**src/rtl/ps2_scancode_decoder_pkg.sv**
```systemverilog
// -----------------------------------------------------------------------------
// ps2_pkg
//   Shared constants for the PS/2 set-2 scancode decoder: prefix bytes,
//   modifier scancodes, keyboard status bytes and the decoder FSM encoding.
//   There are no ports. The package provides the constants, the state type and
//   a status-byte classifier.
// -----------------------------------------------------------------------------
package ps2_pkg;

   localparam logic [7:0] SC_E0       = 8'hE0;
   localparam logic [7:0] SC_F0       = 8'hF0;
   localparam logic [7:0] SC_LSHIFT   = 8'h12;
   localparam logic [7:0] SC_RSHIFT   = 8'h59;
   localparam logic [7:0] SC_CAPS     = 8'h58;

   // Keyboard-to-host status bytes. They never form part of a key event.
   localparam logic [7:0] SC_ST_BAT   = 8'hAA;
   localparam logic [7:0] SC_ST_ACK   = 8'hFA;
   localparam logic [7:0] SC_ST_RSND  = 8'hFE;
   localparam logic [7:0] SC_ST_ERR0  = 8'h00;
   localparam logic [7:0] SC_ST_ERR1  = 8'hFF;

   // In the FSM encoding, bit 0 means E0 was seen and bit 1 means F0 was seen.
   localparam logic [1:0] ENC_IDLE     = 2'd0;
   localparam logic [1:0] ENC_PRE_E0   = 2'd1;
   localparam logic [1:0] ENC_PRE_F0   = 2'd2;
   localparam logic [1:0] ENC_PRE_E0F0 = 2'd3;

   typedef enum logic [1:0] {
      ST_IDLE     = ENC_IDLE,
      ST_PRE_E0   = ENC_PRE_E0,
      ST_PRE_F0   = ENC_PRE_F0,
      ST_PRE_E0F0 = ENC_PRE_E0F0
   } state_t;

   function automatic logic is_status_byte(input logic [7:0] b);
      return (b == SC_ST_BAT) || (b == SC_ST_ACK) || (b == SC_ST_RSND) ||
             (b == SC_ST_ERR0) || (b == SC_ST_ERR1);
   endfunction

endpackage

```
**src/rtl/ps2_scancode_decoder_if.sv**
```systemverilog
// -----------------------------------------------------------------------------
// ps2_scancode_decoder_if
//   This interface carries the byte stream from the receiver and the decoded
//   key event to the consumers.
//   Handshake: scan_valid is a one-cycle strobe, and scan_data is sampled only
//   while scan_valid=1. There is no back-pressure. key_valid is a one-cycle
//   strobe. The key_* and ascii fields stay stable until the next strobe.
//   Modports:
//     master - drives scan_data/scan_valid/scan_ovf, observes the key event
//     slave  - the decoder: consumes the scan bytes, produces the key event
// -----------------------------------------------------------------------------
interface ps2_scancode_decoder_if;
   logic [7:0] scan_data;
   logic       scan_valid;
   logic       scan_ovf;
   logic       key_valid;
   logic [7:0] key_code;
   logic       key_break;
   logic       key_ext;
   logic       key_repeat;
   logic [7:0] ascii;
   logic       shift_held;
   logic       caps_lock;

   modport master (
      output scan_data, scan_valid, scan_ovf,
      input  key_valid, key_code, key_break, key_ext, key_repeat, ascii,
             shift_held, caps_lock
   );

   modport slave (
      input  scan_data, scan_valid, scan_ovf,
      output key_valid, key_code, key_break, key_ext, key_repeat, ascii,
             shift_held, caps_lock
   );
endinterface

```
**src/rtl/ps2_scancode_decoder_sc2ascii.sv**
```systemverilog
// -----------------------------------------------------------------------------
// ps2_sc2ascii
//   This block is a combinational set-2 scancode to ASCII table.
//   Ports:
//     i_code  [7:0] final scancode (no prefix)
//     i_shift       a shift key is held
//     i_caps        caps-lock toggle state
//     o_ascii [7:0] ASCII character, 8'h00 when the code is unmapped
//   Letters use upper case when exactly one of shift and caps-lock is active.
//   Digits react only to shift.
// -----------------------------------------------------------------------------
module ps2_sc2ascii (
   input  logic [7:0] i_code,
   input  logic       i_shift,
   input  logic       i_caps,
   output logic [7:0] o_ascii
);

   logic w_upper;
   assign w_upper = i_shift ^ i_caps;

   function automatic logic [7:0] letter(input logic [7:0] lower, input logic up);
      return up ? (lower - 8'h20) : lower;
   endfunction

   always_comb begin
      o_ascii = 8'h00;
      case (i_code)
         8'h1C: o_ascii = letter(8'h61, w_upper);
         8'h32: o_ascii = letter(8'h62, w_upper);
         8'h21: o_ascii = letter(8'h63, w_upper);
         8'h23: o_ascii = letter(8'h64, w_upper);
         8'h24: o_ascii = letter(8'h65, w_upper);
         8'h2B: o_ascii = letter(8'h66, w_upper);
         8'h34: o_ascii = letter(8'h67, w_upper);
         8'h33: o_ascii = letter(8'h68, w_upper);
         8'h43: o_ascii = letter(8'h69, w_upper);
         8'h3B: o_ascii = letter(8'h6A, w_upper);
         8'h42: o_ascii = letter(8'h6B, w_upper);
         8'h4B: o_ascii = letter(8'h6C, w_upper);
         8'h3A: o_ascii = letter(8'h6D, w_upper);
         8'h31: o_ascii = letter(8'h6E, w_upper);
         8'h44: o_ascii = letter(8'h6F, w_upper);
         8'h4D: o_ascii = letter(8'h70, w_upper);
         8'h15: o_ascii = letter(8'h71, w_upper);
         8'h2D: o_ascii = letter(8'h72, w_upper);
         8'h1B: o_ascii = letter(8'h73, w_upper);
         8'h2C: o_ascii = letter(8'h74, w_upper);
         8'h3C: o_ascii = letter(8'h75, w_upper);
         8'h2A: o_ascii = letter(8'h76, w_upper);
         8'h1D: o_ascii = letter(8'h77, w_upper);
         8'h22: o_ascii = letter(8'h78, w_upper);
         8'h35: o_ascii = letter(8'h79, w_upper);
         8'h1A: o_ascii = letter(8'h7A, w_upper);
         8'h45: o_ascii = i_shift ? 8'h29 : 8'h30;   // 0 )
         8'h16: o_ascii = i_shift ? 8'h21 : 8'h31;   // 1 !
         8'h1E: o_ascii = i_shift ? 8'h40 : 8'h32;   // 2 @
         8'h26: o_ascii = i_shift ? 8'h23 : 8'h33;   // 3 #
         8'h25: o_ascii = i_shift ? 8'h24 : 8'h34;   // 4 $
         8'h2E: o_ascii = i_shift ? 8'h25 : 8'h35;   // 5 %
         8'h36: o_ascii = i_shift ? 8'h5E : 8'h36;   // 6 ^
         8'h3D: o_ascii = i_shift ? 8'h26 : 8'h37;   // 7 &
         8'h3E: o_ascii = i_shift ? 8'h2A : 8'h38;   // 8 *
         8'h46: o_ascii = i_shift ? 8'h28 : 8'h39;   // 9 (
         8'h29: o_ascii = 8'h20;
         8'h5A: o_ascii = 8'h0D;
         8'h66: o_ascii = 8'h08;
         8'h0D: o_ascii = 8'h09;
         8'h76: o_ascii = 8'h1B;
         default: o_ascii = 8'h00;
      endcase
   end

endmodule

```
**src/rtl/ps2_scancode_decoder.sv**
```systemverilog
// -----------------------------------------------------------------------------
// ps2_scancode_decoder
//   This block turns the PS/2 set-2 byte stream into key events. It resolves
//   the E0 (extended) and F0 (break) prefixes, tracks the shift and caps-lock
//   state, flags typematic repeats and produces ASCII.
//   Parameter:
//     TIMEOUT_CYCLES  number of cycles a pending prefix waits before it is dropped
//   Ports:
//     clk          system clock, rising edge
//     clr          asynchronous active-high reset
//     io_ps2       slave modport: scan_data/scan_valid/scan_ovf in;
//                  key_valid/key_code/key_break/key_ext/key_repeat/ascii,
//                  shift_held, caps_lock out (all registered)
//     o_dbg_state  current FSM state
// -----------------------------------------------------------------------------
module ps2_scancode_decoder
   import ps2_pkg::*;
#(
   parameter int TIMEOUT_CYCLES = 1_000_000
) (
   input  logic                   clk,
   input  logic                   clr,
   ps2_scancode_decoder_if.slave  io_ps2,
   output state_t                 o_dbg_state
);

   localparam int TW = (TIMEOUT_CYCLES > 1) ? $clog2(TIMEOUT_CYCLES) : 1;
   localparam logic [TW-1:0] TIMER_LAST = TW'(TIMEOUT_CYCLES - 1);

   state_t        r_state;
   logic [TW-1:0] r_timer;
   logic          r_key_valid;
   logic [7:0]    r_key_code;
   logic          r_key_break;
   logic          r_key_ext;
   logic          r_key_repeat;
   logic [7:0]    r_ascii;
   logic          r_shift_l;
   logic          r_shift_r;
   logic          r_caps_lock;
   logic          r_caps_held;
   logic [8:0]    r_last_make;   // {ext, code} of the most recent make

   logic          w_byte;
   logic          w_is_prefix;
   logic          w_emit;
   logic          w_brk;
   logic          w_ext;
   logic          w_shift_held;
   logic [7:0]    w_ascii;
   logic [8:0]    w_evt_id;

   // While overflow is high, bytes are ignored.
   assign w_byte       = io_ps2.scan_valid & ~io_ps2.scan_ovf;
   assign w_is_prefix  = (io_ps2.scan_data == SC_E0) || (io_ps2.scan_data == SC_F0);
   assign w_shift_held = r_shift_l | r_shift_r;
   assign w_evt_id     = {w_ext, io_ps2.scan_data};

   // This logic decides whether the current byte completes an event, and what kind.
   always_comb begin
      w_emit = 1'b0;
      w_brk  = 1'b0;
      w_ext  = 1'b0;
      if (w_byte && !w_is_prefix) begin
         case (r_state)
            ST_IDLE:     w_emit = !is_status_byte(io_ps2.scan_data);
            ST_PRE_E0:   begin w_emit = 1'b1; w_ext = 1'b1; end
            ST_PRE_F0:   begin w_emit = 1'b1; w_brk = 1'b1; end
            ST_PRE_E0F0: begin w_emit = 1'b1; w_brk = 1'b1; w_ext = 1'b1; end
            default:     w_emit = 1'b0;
         endcase
      end
   end

   // The table looks at the shift state from before this event, so the shift
   // make/break event uses the old state.
   ps2_sc2ascii u_sc2ascii (
      .i_code  (io_ps2.scan_data),
      .i_shift (w_shift_held),
      .i_caps  (r_caps_lock),
      .o_ascii (w_ascii)
   );

   always_ff @(posedge clk or posedge clr) begin
      if (clr) begin
         r_state      <= ST_IDLE;
         r_timer      <= '0;
         r_key_valid  <= 1'b0;
         r_key_code   <= 8'h00;
         r_key_break  <= 1'b0;
         r_key_ext    <= 1'b0;
         r_key_repeat <= 1'b0;
         r_ascii      <= 8'h00;
         r_shift_l    <= 1'b0;
         r_shift_r    <= 1'b0;
         r_caps_lock  <= 1'b0;
         r_caps_held  <= 1'b0;
         r_last_make  <= 9'h000;
      end else begin
         r_key_valid <= w_emit;

         if (io_ps2.scan_ovf) begin
            r_state <= ST_IDLE;
            r_timer <= '0;
         end else if (io_ps2.scan_valid) begin
            // An arriving byte restarts the timer, even in the cycle the timer would expire.
            r_timer <= '0;
            if (io_ps2.scan_data == SC_E0) begin
               case (r_state)
                  ST_PRE_F0, ST_PRE_E0F0: r_state <= ST_PRE_E0F0;
                  default:                r_state <= ST_PRE_E0;
               endcase
            end else if (io_ps2.scan_data == SC_F0) begin
               case (r_state)
                  ST_PRE_E0, ST_PRE_E0F0: r_state <= ST_PRE_E0F0;
                  default:                r_state <= ST_PRE_F0;
               endcase
            end else begin
               r_state <= ST_IDLE;
            end
         end else if (r_state != ST_IDLE) begin
            if (r_timer == TIMER_LAST) begin
               r_state <= ST_IDLE;
               r_timer <= '0;
            end else begin
               r_timer <= r_timer + 1'b1;
            end
         end

         if (w_emit) begin
            r_key_code   <= io_ps2.scan_data;
            r_key_break  <= w_brk;
            r_key_ext    <= w_ext;
            r_ascii      <= w_ext ? 8'h00 : w_ascii;
            r_key_repeat <= !w_brk && (w_evt_id == r_last_make);
            if (!w_brk)
               r_last_make <= w_evt_id;
            else if (w_evt_id == r_last_make)
               r_last_make <= 9'h000;

            if (!w_ext) begin
               if (!w_brk) begin
                  if (io_ps2.scan_data == SC_LSHIFT) r_shift_l <= 1'b1;
                  if (io_ps2.scan_data == SC_RSHIFT) r_shift_r <= 1'b1;
                  // caps_held stops typematic repeats of caps-lock from toggling it again.
                  if (io_ps2.scan_data == SC_CAPS && !r_caps_held) begin
                     r_caps_lock <= ~r_caps_lock;
                     r_caps_held <= 1'b1;
                  end
               end else begin
                  if (io_ps2.scan_data == SC_LSHIFT) r_shift_l   <= 1'b0;
                  if (io_ps2.scan_data == SC_RSHIFT) r_shift_r   <= 1'b0;
                  if (io_ps2.scan_data == SC_CAPS)   r_caps_held <= 1'b0;
               end
            end
         end
      end
   end

   assign io_ps2.key_valid  = r_key_valid;
   assign io_ps2.key_code   = r_key_code;
   assign io_ps2.key_break  = r_key_break;
   assign io_ps2.key_ext    = r_key_ext;
   assign io_ps2.key_repeat = r_key_repeat;
   assign io_ps2.ascii      = r_ascii;
   assign io_ps2.shift_held = w_shift_held;
   assign io_ps2.caps_lock  = r_caps_lock;
   assign o_dbg_state       = r_state;

endmodule

```
**src/flat_wrapper.sv**
```systemverilog
// flat-port wrapper written by rule: the top's interface ports become plain ports
module ps2_scancode_decoder_flat import ps2_pkg::*;
#(
   parameter int TIMEOUT_CYCLES = 1_000_000
)
  (clk, clr, o_dbg_state, io_ps2_scan_data, io_ps2_scan_valid, io_ps2_scan_ovf, io_ps2_key_valid, io_ps2_key_code, io_ps2_key_break, io_ps2_key_ext, io_ps2_key_repeat, io_ps2_ascii, io_ps2_shift_held, io_ps2_caps_lock);
  ps2_scancode_decoder_if io_ps2_i ();
  input  logic clk;
  input  logic clr;
  output state_t o_dbg_state;
  input wire logic [$bits(io_ps2_i.scan_data)-1:0] io_ps2_scan_data;
  input wire logic [$bits(io_ps2_i.scan_valid)-1:0] io_ps2_scan_valid;
  input wire logic [$bits(io_ps2_i.scan_ovf)-1:0] io_ps2_scan_ovf;
  output wire logic [$bits(io_ps2_i.key_valid)-1:0] io_ps2_key_valid;
  output wire logic [$bits(io_ps2_i.key_code)-1:0] io_ps2_key_code;
  output wire logic [$bits(io_ps2_i.key_break)-1:0] io_ps2_key_break;
  output wire logic [$bits(io_ps2_i.key_ext)-1:0] io_ps2_key_ext;
  output wire logic [$bits(io_ps2_i.key_repeat)-1:0] io_ps2_key_repeat;
  output wire logic [$bits(io_ps2_i.ascii)-1:0] io_ps2_ascii;
  output wire logic [$bits(io_ps2_i.shift_held)-1:0] io_ps2_shift_held;
  output wire logic [$bits(io_ps2_i.caps_lock)-1:0] io_ps2_caps_lock;
  assign io_ps2_i.scan_data = io_ps2_scan_data;
  assign io_ps2_i.scan_valid = io_ps2_scan_valid;
  assign io_ps2_i.scan_ovf = io_ps2_scan_ovf;
  assign io_ps2_key_valid = io_ps2_i.key_valid;
  assign io_ps2_key_code = io_ps2_i.key_code;
  assign io_ps2_key_break = io_ps2_i.key_break;
  assign io_ps2_key_ext = io_ps2_i.key_ext;
  assign io_ps2_key_repeat = io_ps2_i.key_repeat;
  assign io_ps2_ascii = io_ps2_i.ascii;
  assign io_ps2_shift_held = io_ps2_i.shift_held;
  assign io_ps2_caps_lock = io_ps2_i.caps_lock;
  ps2_scancode_decoder #(.TIMEOUT_CYCLES(TIMEOUT_CYCLES)) u_core (.clk(clk), .clr(clr), .io_ps2(io_ps2_i), .o_dbg_state(o_dbg_state));
endmodule
```
**config.mk**
```make
export PLATFORM = sky130hd
export DESIGN_NAME = ps2_scancode_decoder_flat
export DESIGN_NICKNAME = d
export VERILOG_FILES = /design/src/rtl/ps2_scancode_decoder_pkg.sv /design/src/rtl/ps2_scancode_decoder_if.sv /design/src/rtl/ps2_scancode_decoder_sc2ascii.sv /design/src/rtl/ps2_scancode_decoder.sv /design/src/flat_wrapper.sv
export SDC_FILE = /design/constraint.sdc
export NUM_CORES = 1
export LEC_CHECK = 0
export CAP_MARGIN = 20
export CORE_UTILIZATION = 40
export DETAILED_ROUTE_END_ITERATION = 10
export PLACE_DENSITY_LB_ADDON = 0.2
export SLEW_MARGIN = 20
export SYNTH_ARGS = -nofsm -noshare
export SYNTH_HDL_FRONTEND = slang
export SYNTH_SLANG_ARGS = --single-unit
```
**constraint.sdc**
```tcl
create_clock -name clk -period 1.8 [get_ports clk]
set_input_delay 0.27 -clock clk [delete_from_list [all_inputs] [get_ports clk]]
set_output_delay 0.27 -clock clk [all_outputs]
set_load 0.03 [all_outputs]
```
==> impl_metrics.env <==
export IMPL_rrSetupSlack_ps=20
export IMPL_fill_cells=755
export IMPL_clock_latency_ps=310
export IMPL_power_leakage_uw=0.00231
export IMPL_crit_slowest_cell="dfrtp_1"
export IMPL_ant_nets=0
export IMPL_path_buf_inv=1
export IMPL_antenna_found_initial=0
export IMPL_slowest_delay_ps=410
export IMPL_grt_pass1_vias=3582
export IMPL_finalSetupViolations=0
export IMPL_maxSlewViolCount=0
export IMPL_clk_pin_slew_ps=110
export IMPL_first_pass_iters=8
export IMPL_start_util_pct=41.9
export IMPL_finalHoldViolCount=0
export IMPL_drt_met1_wl_mm=5.37
export IMPL_place_port_buffers=34
export IMPL_syn_num_nets=431
export IMPL_placed_area_um2=4920
export IMPL_setup_tns_ps=0
export IMPL_final_area_um2=5430
export IMPL_synth_edf_count=0
export IMPL_dr_max_layer_used="met4"
export IMPL_grt_overflow_total=0
export IMPL_yosysMostFrequentCell="dfrtp_1"
export IMPL_track_usage_pct=23.0
export IMPL_vias=3686
export IMPL_die_h_um=98.0
export IMPL_fp_row_count=34
export IMPL_clock_sinks=54
export IMPL_drt_iter0_markers=331
export IMPL_hpwlAfterDp_mm=7.89
export IMPL_fp_coreArea_um2=8810
export IMPL_grt_pass1_wl_mm=17.8
export IMPL_fp_dieW_um=98.0
export IMPL_rsz0062_at_grt="yes"
export IMPL_period_minus_slack_ps=1780
export IMPL_yosys_warnings=0
export IMPL_synthCells=418
export IMPL_ios=36
export IMPL_viasPerCell=5.58
export IMPL_netlist_top_cells_count="54 x dfrtp_1, 38 x nand2_1, 33 x nor2_1"
export IMPL_worst_ep_arrival_time_ps=1990
export IMPL_syn_cell_area_um2=3690
export IMPL_synth_top_area_share_pct=36.6
export IMPL_dr_wl_met3_um=584
export IMPL_final_core_util_pct=61.7
export IMPL_max_freq_mhz=563
export IMPL_die_area_um2=9610
export IMPL_drive_gt1_share_pct=36.9
export IMPL_wirelength_mm=10.8
export IMPL_hold_path_class="input port to async pin"
export IMPL_num_nets_final=565
export IMPL_cts_made_buffers=5
export IMPL_finalCritPeriodShare_pct=98.6
export IMPL_root_buffer="clkbuf_8"
export IMPL_yosys_area_top_type="dfrtp_1"
export IMPL_worstSetupPathType="register to register"
export IMPL_synthFlopType="dfrtp_1"
export IMPL_drcViolationCount=5
export IMPL_crit_fanout=6
export IMPL_cts_tree="done"
export IMPL_avgSynthCellArea_um2=8.82
export IMPL_ys_seq_area_share_pct=36.6
export IMPL_power_density_nw_per_um2=566
export IMPL_synthTopCellsByArea="dfrtp_1 37%, nand2_1 3.9%, xor2_1 3.8%"
export IMPL_cts_path_max_buffers=2
export IMPL_diodes=0
export IMPL_worst_setup_path_end_kind="register"
export IMPL_violations="design-rule violations"
export IMPL_ys_ff_latch=54
export IMPL_grt_max_degree=39
export IMPL_critPathTopFamily="simple AND/OR/NAND/NOR gates"
export IMPL_path_cells="ha_2 -> nand2_1 -> or2_4 -> o31ai_4 -> and2b_2 -> buf_6 -> nor2_2"
export IMPL_wire_per_inst_um=16.4
export IMPL_gp_congestion=0.878
export IMPL_status="finished, violations left"
export IMPL_whs_ps=237
export IMPL_syn2layout_area_growth_pct=47.3
export IMPL_htree_num_levels=2
export IMPL_async_flop_share_pct=100
export IMPL_critPathRequiredTime_ps=2020
export IMPL_fin_skew_ps=17.0
export IMPL_cp_start_kind="register"
export IMPL_irDropWorstVdd_mv=0.408
export IMPL_maxCapViolations=0
export IMPL_synth_distinct_cells=73
export IMPL_met2WireLength_mm=4.84
==> placed cells by master (no fill, tap or decap), drive strengths merged, types with 5 or more instances in the layout <==
| cell | n |
|---|---|
| buf | 127 |
| dfrtp | 54 |
| nand2 | 38 |
| nor2 | 33 |
| o21ai | 27 |
| clkdlybuf4s50 | 24 |
| nand3 | 21 |
| xor2 | 16 |
| a22o | 14 |
| nor2b | 14 |
| nand4 | 13 |
| a21oi | 13 |
| inv | 13 |
| xnor2 | 11 |
| nand2b | 9 |
| o31ai | 9 |
| clkbuf | 9 |
| nor4b | 8 |
| mux2 | 7 |
| nor3b | 7 |
| nor3 | 7 |
| a31oi | 5 |
| nor4 | 5 |
==> where the power goes <==
| part | switching [µW] | internal, µW |
|---|---|---|
| sequential | 64.3 | 1300 |
| clock | 433 | 287 |
| combinational | 522 | 463 |
| total | 1020 | 2050 |
==> cell type report <==
cell class	count	area (µm²)	share of cell area [%]
timing repair buffer	159	1380	25.4
tap	108	135	2.49
clock inverter	3	26.3	0.484
sequential	54	1350	24.9
clock buffer	5	68.8	1.27
multi-input combinational	321	2420	44.6
inverter	11	41.3	0.760
==> layer usage <==
layer	track usage, %	vias up
li1	-	1809
met1	33.9	1744
met2	35.5	127
met3	3.58	6
met4	4.31	0
met5	0	-
==> state kept, by name, indices dropped and copies added, names as in the netlist, 2 cells and up <==
name                    count
u_core.io_ps2.ascii         7
u_core.io_ps2.key_code      8
u_core.o_dbg_state          2
u_core.r_last_make          9
u_core.r_timer             20
==> kinds of logic (layout without fill, tap and decap cells) <==
| group | after synthesis | in the layout | synth area share, % |
|---|---|---|---|
| AOI/OAI and AO/OA | 105 | 106 | 20.9 |
| xor gates and xnor gates | 27 | 27 | 6.41 |
| adders and majority gates | 1 | 1 | 0.339 |
| buffers and inverters | 44 | 178 | 5.60 |
| DFF | 54 | 54 | 36.6 |
| muxes | 8 | 8 | 2.41 |
| other | 1 | 1 | 0.102 |
| and+or+nand+nor | 178 | 178 | 27.6 |
==> worst paths after layout <==
path	from	end	cells past startpoint
worst min-delay path	clr	u_core.io_ps2.key_valid	2
worst max-delay path	u_core.r_timer[0]	u_core.r_timer[12]	7
worst max register to register	u_core.r_timer[0]	u_core.r_timer[12]	7
worst min register to register	u_core.io_ps2.key_break	u_core.io_ps2.key_break	2
max in group asynchronous	clr	u_core.r_caps_held	3
min in group clk	io_ps2_scan_data[5]	u_core.r_last_make[5]	4
==> metrics by stage <==
stage	std cells	power [µW]	worst slack (ps)
CTS	652	3040	-0.654
finish	661	3070	24.6
global route	661	3220	-66.8
detailed placement	635	2270	-682
global placement	635	2260	-664
floorplan	418	1900	-219
==> repair_timing <==
action / 4_1_cts / 5_1_grt
hold buffers: 0 / 0
setup endpoints to repair: 52 / 44
pin swaps: 13 / 31
setup buffers: 9 / 8
resized for setup: 54 / 44
cloned: 1 / 1
No activity file was read; power rests on OpenSTA's default activity.
